File: config.mk
export PLATFORM = sky130hd
export DESIGN_NAME = gemm_tile_scheduler
export DESIGN_NICKNAME = d
export VERILOG_FILES = /design/src/rtl/gemm_tile_scheduler_pkg.sv /design/src/rtl/gemm_tile_scheduler_tile_counter.sv /design/src/rtl/gemm_tile_scheduler.sv
export SDC_FILE = /design/constraint.sdc
export NUM_CORES = 1
export LEC_CHECK = 0
export BUFFER_PORTS_ARGS = -buffer_cell sky130_fd_sc_hd__buf_2
export CAP_MARGIN = 20
export CORE_UTILIZATION = 52
export DETAILED_ROUTE_END_ITERATION = 6
export GPL_ROUTABILITY_DRIVEN = 0
export MAX_ROUTING_LAYER = met4
export PLACE_DENSITY = 0.81
export SLEW_MARGIN = 20
export SYNTH_ARGS = -nofsm -noshare
export SYNTH_HDL_FRONTEND = slang
export SYNTH_SLANG_ARGS = --single-unit
File: constraint.sdc
create_clock -name clk -period 2 [get_ports clk]
set_input_delay 0.1 -clock clk [delete_from_list [all_inputs] [get_ports clk]]
set_output_delay 0.1 -clock clk [all_outputs]
set_load 0.05 [all_outputs]
File: src/rtl/gemm_tile_scheduler_pkg.sv
// Shared types and helpers for the GEMM tile scheduler.
package gemm_tile_scheduler_pkg;

  typedef enum logic [2:0] {
    ST_IDLE  = 3'd0,
    ST_ISSUE = 3'd1,
    ST_WAIT  = 3'd2,
    ST_DRAIN = 3'd3,
    ST_FIN   = 3'd4
  } sched_state_e;

  function automatic logic [31:0] sat_inc32(input logic [31:0] v);
    return (&v) ? v : v + 32'd1;
  endfunction

endpackage

File: src/rtl/gemm_tile_scheduler_tile_counter.sv
// Nested k/t/w index counter: advance_k steps (and wraps) the K-chunk,
// advance_tile steps the tensor tile and carries into the weight tile.
module gemm_tile_scheduler_tile_counter #(
  parameter int T_W = 12,
  parameter int W_W = 8,
  parameter int K_W = 12
) (
  input  logic           clk,
  input  logic           rstn,
  input  logic           clear,
  input  logic           advance_k,
  input  logic           advance_tile,
  input  logic [T_W-1:0] cfg_t,
  input  logic [W_W-1:0] cfg_w,
  input  logic [K_W-1:0] cfg_k,
  output logic [T_W-1:0] t_idx,
  output logic [W_W-1:0] w_idx,
  output logic [K_W-1:0] k_idx,
  output logic           last_t,
  output logic           last_w,
  output logic           last_k
);

  assign last_t = (t_idx == cfg_t);
  assign last_w = (w_idx == cfg_w);
  assign last_k = (k_idx == cfg_k);

  always_ff @(posedge clk or negedge rstn) begin
    if (!rstn) begin
      t_idx <= '0;
      w_idx <= '0;
      k_idx <= '0;
    end else if (clear) begin
      t_idx <= '0;
      w_idx <= '0;
      k_idx <= '0;
    end else begin
      if (advance_k)
        k_idx <= last_k ? '0 : k_idx + 1'b1;
      // wrap on equality with the configured maximum, never on overflow
      if (advance_tile) begin
        if (last_t) begin
          t_idx <= '0;
          w_idx <= last_w ? '0 : w_idx + 1'b1;
        end else begin
          t_idx <= t_idx + 1'b1;
        end
      end
    end
  end

endmodule

File: src/rtl/gemm_tile_scheduler.sv
// img2col GEMM sequencer: weight tiles (outer), tensor tiles, K-chunks (inner),
// with an S2P*S2P accumulator drain per output tile. Perf counters under GEMM_SCHED_PERF_EN.
module gemm_tile_scheduler
  import gemm_tile_scheduler_pkg::*;
#(
  parameter int S2P = 8,
  parameter int T_W = 12,
  parameter int W_W = 8,
  parameter int K_W = 12
) (
  input  logic           clk,
  input  logic           rstn,
  input  logic           start,
  input  logic [T_W-1:0] cfg_t_tiles,
  input  logic [W_W-1:0] cfg_w_tiles,
  input  logic [K_W-1:0] cfg_k_chunks,
  output logic           ld_valid,
  input  logic           ld_ready,
  output logic [T_W-1:0] ld_t_idx,
  output logic [W_W-1:0] ld_w_idx,
  output logic [K_W-1:0] ld_k_idx,
  output logic           ld_first,
  input  logic           mul_done,
  output logic           tensor_done,
  output logic           weight_done,
  output logic           busy,
  output logic           done,
  output logic [31:0]    perf_cycles,
  output logic [31:0]    perf_stalls
);

  localparam int DRAIN_N = S2P * S2P;
  localparam int DC_W    = $clog2(DRAIN_N) + 1;

  sched_state_e   state;
  logic [T_W-1:0] cfg_t_q;
  logic [W_W-1:0] cfg_w_q;
  logic [K_W-1:0] cfg_k_q;
  logic [DC_W-1:0] drain_cnt;
  logic last_t, last_w, last_k;

  wire start_acc = (state == ST_IDLE) && start;
  wire adv_k     = (state == ST_WAIT) && mul_done;
  wire drain_end = (drain_cnt == DC_W'(DRAIN_N - 1));
  wire adv_tile  = (state == ST_DRAIN) && drain_end;

  gemm_tile_scheduler_tile_counter #(.T_W(T_W), .W_W(W_W), .K_W(K_W)) u_cnt (
    .clk          (clk),
    .rstn         (rstn),
    .clear        (start_acc),
    .advance_k    (adv_k),
    .advance_tile (adv_tile),
    .cfg_t        (cfg_t_q),
    .cfg_w        (cfg_w_q),
    .cfg_k        (cfg_k_q),
    .t_idx        (ld_t_idx),
    .w_idx        (ld_w_idx),
    .k_idx        (ld_k_idx),
    .last_t       (last_t),
    .last_w       (last_w),
    .last_k       (last_k)
  );

  // gated by ld_valid so the output idles at 0 out of reset
  assign ld_first = ld_valid && (ld_k_idx == '0);

  always_ff @(posedge clk or negedge rstn) begin
    if (!rstn) begin
      state       <= ST_IDLE;
      cfg_t_q     <= '0;
      cfg_w_q     <= '0;
      cfg_k_q     <= '0;
      drain_cnt   <= '0;
      ld_valid    <= 1'b0;
      tensor_done <= 1'b0;
      weight_done <= 1'b0;
      busy        <= 1'b0;
      done        <= 1'b0;
    end else begin
      tensor_done <= 1'b0;
      weight_done <= 1'b0;
      done        <= 1'b0;
      case (state)
        ST_IDLE: if (start) begin
          cfg_t_q <= cfg_t_tiles;
          cfg_w_q <= cfg_w_tiles;
          cfg_k_q <= cfg_k_chunks;
          busy    <= 1'b1;
          state   <= ST_ISSUE;
        end
        // one bubble cycle before ld_valid rises, then hold until accepted
        ST_ISSUE: begin
          if (!ld_valid) begin
            ld_valid <= 1'b1;
          end else if (ld_ready) begin
            ld_valid    <= 1'b0;
            tensor_done <= (ld_k_idx == '0) && last_t;
            weight_done <= (ld_k_idx == '0) && last_t && last_w;
            state       <= ST_WAIT;
          end
        end
        ST_WAIT: if (mul_done) begin
          drain_cnt <= '0;
          state     <= last_k ? ST_DRAIN : ST_ISSUE;
        end
        ST_DRAIN: begin
          if (drain_end)
            state <= (last_t && last_w) ? ST_FIN : ST_ISSUE;
          else
            drain_cnt <= drain_cnt + 1'b1;
        end
        ST_FIN: begin
          done  <= 1'b1;
          busy  <= 1'b0;
          state <= ST_IDLE;
        end
        default: state <= ST_IDLE;
      endcase
    end
  end

`ifdef GEMM_SCHED_PERF_EN
  logic [31:0] pc_q, ps_q;

  always_ff @(posedge clk or negedge rstn) begin
    if (!rstn) begin
      pc_q <= '0;
      ps_q <= '0;
    end else if (start_acc) begin
      pc_q <= '0;
      ps_q <= '0;
    end else begin
      if (busy)                  pc_q <= sat_inc32(pc_q);
      if (ld_valid && !ld_ready) ps_q <= sat_inc32(ps_q);
    end
  end

  assign perf_cycles = pc_q;
  assign perf_stalls = ps_q;
`else
  assign perf_cycles = '0;
  assign perf_stalls = '0;
`endif

endmodule

==> metrics.cfg <==
[outcome]
result_of_the_run = complete, no violations

[critical_path]
cp_top_family = simple AND/OR/NAND/NOR gates
critical_path.slowest_cell = sky130_fd_sc_hd__dfrtp_1
worstSetupStartpointType = register
path_common_cell = sky130_fd_sc_hd__buf_4
timing.setup.critical_path_class = reg -> reg
cp_data_arrival_time_ns = 2.18
timing.critical_path.buf_inv = 2
critPathMaxFanout = 11
timing.critical_path.cells = ha_1 -> and3_4 -> buf_4 -> and3_1 -> nand4_1 -> buf_4 -> nand2b_4 -> o31ai_2
max_stage_delay_ns = 0.39
timing.critical_path.required_ns = 2.26
setup.reg_to_reg.worst_slack_ns = 0.07
crit_path_end_kind = register

[global_route]
first_global_vias = 3711
grt_max_degree = 80
antenna_found_initial = 0
track_usage = 0.259
globalRouteOverflowTotal = 0
wire_length_of_the_first_global_routing_pass_mm = 17.5

[timing]
finalHoldViolCount = 0
slew_headroom = 0.582
timing.fmax_mhz = 519
fin_skew_ns = 0.00669
worstMarginPinSlew_ns = 0.624
finalCritPeriodShare = 0.963
period_minus_slack_ns = 1.93
finalHoldWorstSlack_ns = 0.0480
final-max-slew-violation-count = 0
final_setup_violation_count = 0

[logic_synthesis]
post_synth.cell_area_avg_sq_um = 8.88
post-synth-top-area-cell = sky130_fd_sc_hd__dfrtp_1
leading_register_cell_type_out_of_synthesis = sky130_fd_sc_hd__dfrtp_1
post_synth_num_cell_types = 51
synth_area_sq_um = 4540
synth_enable_flop_cells = 0
flop_and_latch_count_out_of_synthesis = 79
synth-async-reset-ratio = 1.00
synth-seq-area-share = 0.436
yosys.area.top_type_share = 0.436
netlist_top_cells_area = sky130_fd_sc_hd__dfrtp_1, sky130_fd_sc_hd__nand2_1, sky130_fd_sc_hd__buf_4, sky130_fd_sc_hd__xor2_1, sky130_fd_sc_hd__xnor2_1
synth-warning-count = 0
syn_inst = 511

[cts]
cts_inserted_buffers = 9
tritoncts = done
cts.htree.levels = 3
clk_pin_slew_ns = 0.08
clock_sinks = 79
clock_tree.root_cell = sky130_fd_sc_hd__clkbuf_8
insertion_delay_ns = 0.34
clockBufferDepth = 2

[power_and_ir_drop]
p_switching_w = 0.00272
power.static_leakage_nw = 2.90
swShare = 0.440
worst_ir_drop_vdd_mv = 0.639
cellInternalPower_w = 0.00346
power_per_cell_area_nw_per_um2 = 1120
finalPower_w = 0.00619
share_clk_of_total_power = 0.173
pwr-share-comb = 0.427
seq_power_share = 0.400

[job]
drv_cap = 0

[floorplanning]
chipHeight_um = 95.4
floorplan.initialDensity = 0.544
fp-row-count = 33
design.die.area_sq_um = 9100
boundaryPins = 139
coreArea_sq_um = 8340
die_width_um = 95.4

[detailed_routing]
first_iteration_detailed_routing_drc_count = 258
viasPerCell = 5.30
routed_wire_length_per_instance_um = 14.5
drt_pre_antenna_iters = 5
wirelength_mm = 10.9
dr_total_vias = 3979
detail_route.drc_violations = 0
drt.antenna.violating_nets = 0

[final_layout]
final_layout_size_suffix_gt1_frac = 0.215
filler_cell_count = 652
final_cell_count_no_fill = 751
area_growth_syn_to_layout_pct = 22.1
combined_area_of_the_multi_input_logic_cells_sq_um = 2240
design.final.nets = 684
antennaDiodeCount = 0
register_area_sq_um = 1980

[placed_design]
numPortBuffers = 74
place.detailed.instances = 702
dp.final_hpwl_mm = 7.05

[hold_path]
timing.hold.worst.class = in -> reg

-- registers in the layout (all words and copies together), names as in the netlist --
register and flops:
u_cnt.t_idx 12, weight_done 1, ld_valid 1, cfg_t_q 12, cfg_k_q 12, u_cnt.k_idx 12
tensor_done 1, state 3, cfg_w_q 8, busy 1, u_cnt.w_idx 8, drain_cnt 7
done 1
-- cells by family (layout without fill, tap and decap cells) --
group,Yosys count,count (layout),synth area share
other,1,64,0.000826
and+or+nand+nor,234,234,0.247
muxes,3,3,0.00689
AOI/OAI and AO/OA,48,48,0.0703
DFF,79,79,0.436
xor gates and xnor gates,49,49,0.0946
buffers and inverters,92,164,0.131
adders and majority gates,5,5,0.0138
-- layer usage --
| metal | wire length, um | share of wire | global-route usage | vias up |
|---|---|---|---|---|
| li1 | - | - | - | 1845 |
| met1 | 4570 | 0.42 | 0.340 | 1895 |
| met2 | 5380 | 0.49 | 0.404 | 209 |
| met3 | 701 | 0.065 | 0.0542 | 30 |
| met4 | 223 | 0.021 | 0.0846 | 0 |
| met5 | 0 | 0 | - | - |
-- layout by cell type (no fill, tap or decap), types with 4 or more instances in the layout --
cell / n
sky130_fd_sc_hd__dfrtp_2: 4
sky130_fd_sc_hd__nor2_1: 26
sky130_fd_sc_hd__o21ai_0: 15
sky130_fd_sc_hd__nand4_1: 8
sky130_fd_sc_hd__conb_1: 64
sky130_fd_sc_hd__o22ai_1: 4
sky130_fd_sc_hd__nand2_1: 129
sky130_fd_sc_hd__nor3b_1: 5
sky130_fd_sc_hd__dlygate4sd3_1: 33
sky130_fd_sc_hd__buf_2: 72
sky130_fd_sc_hd__nor2b_1: 4
sky130_fd_sc_hd__inv_1: 10
sky130_fd_sc_hd__nand3_1: 19
sky130_fd_sc_hd__xnor2_1: 12
sky130_fd_sc_hd__buf_4: 30
sky130_fd_sc_hd__ha_1: 5
sky130_fd_sc_hd__a21oi_1: 4
sky130_fd_sc_hd__xor2_1: 37
sky130_fd_sc_hd__dfrtp_1: 75
sky130_fd_sc_hd__nor3_1: 7
sky130_fd_sc_hd__and3_1: 5
sky130_fd_sc_hd__nor4_1: 6
sky130_fd_sc_hd__clkbuf_8: 10
-- path summary, 6_finish.rpt --
kind | depth (start not counted) | from | end
setup / recovery | 8 | drain_cnt[0] | u_cnt.w_idx[4]
hold / removal | 3 | ld_ready | tensor_done
setup reg to reg | 8 | drain_cnt[0] | u_cnt.w_idx[4]
hold reg to reg | 2 | cfg_w_q[6] | cfg_w_q[6]
max in group asynchronous | 3 | rstn | u_cnt.t_idx[2]
min in group asynchronous | 3 | rstn | cfg_k_q[11]
-- through the flow --
step / setup slack, ns / cell area [sq um] / util / setup TNS (ns)
after floorplan: 0.00486 / 4780 / - / 0
after global placement: -0.0340 / 5000 / 0.599 / -0.0928
final: 0.0733 / 5540 / 0.664 / 0
after global routing: -0.0126 / 5540 / 0.664 / -0.0260
after CTS: 0.0389 / 5520 / 0.661 / 0
after detailed placement: -0.115 / 5000 / 0.599 / -0.351
-- synth_stat cells (4+ instances only) --
cell type                  instances
sky130_fd_sc_hd__o21ai_0          15
sky130_fd_sc_hd__nor4_1            9
sky130_fd_sc_hd__xor2_1           37
sky130_fd_sc_hd__a31oi_1           4
sky130_fd_sc_hd__inv_1            10
sky130_fd_sc_hd__nor3b_1           5
sky130_fd_sc_hd__dfrtp_1          79
sky130_fd_sc_hd__xnor2_1          12
sky130_fd_sc_hd__a21oi_1           4
sky130_fd_sc_hd__o22ai_1           4
sky130_fd_sc_hd__buf_2             8
sky130_fd_sc_hd__nor3_1            7
sky130_fd_sc_hd__nand3_1          19
sky130_fd_sc_hd__nand4_1           8
sky130_fd_sc_hd__and3_1            6
sky130_fd_sc_hd__ha_1              5
sky130_fd_sc_hd__buf_4            64
sky130_fd_sc_hd__nor2b_1           4
sky130_fd_sc_hd__nand2_1         129
sky130_fd_sc_hd__clkbuf_1          7
sky130_fd_sc_hd__nor2_1           26
-- power by group through the flow --
stage | clock network, W | logic, W | registers [W]
floorplan | 0 | 0.00156 | 0.00275
global placement | 0 | 0.00238 | 0.00247
detailed placement | 0 | 0.00245 | 0.00250
CTS | 0.00108 | 0.00256 | 0.00247
global route | 0.00115 | 0.00288 | 0.00253
finish | 0.00107 | 0.00264 | 0.00248
-- worst reg2reg max path: cells and delay by family, from the launching register on --
kind | cells | cell delay, ns
buffers and inverters | 2 | 0.34
AOI/OAI and AO/OA | 1 | 0.21
DFF | 1 | 0.39
and+or+nand+nor | 4 | 0.70
adders and majority gates | 1 | 0.21
-- what timing repair did --
action	CTS	global route
endpoints found under the hold margin	111	0
setup buffers	0	1
hold buffers	33	0
resized for setup	3	4
setup endpoints to repair	10	12
pin swaps	0	1
-- cell type report --
cell class	instances	share of cell area
multi-input combinational	403	0.404
sequential	79	0.358
timing repair buffer	139	0.177
clock buffer	10	0.0248
tap	105	0.0237
inverter	10	0.00677
clock inverter	5	0.00587
(Power assumes the default switching activity.)
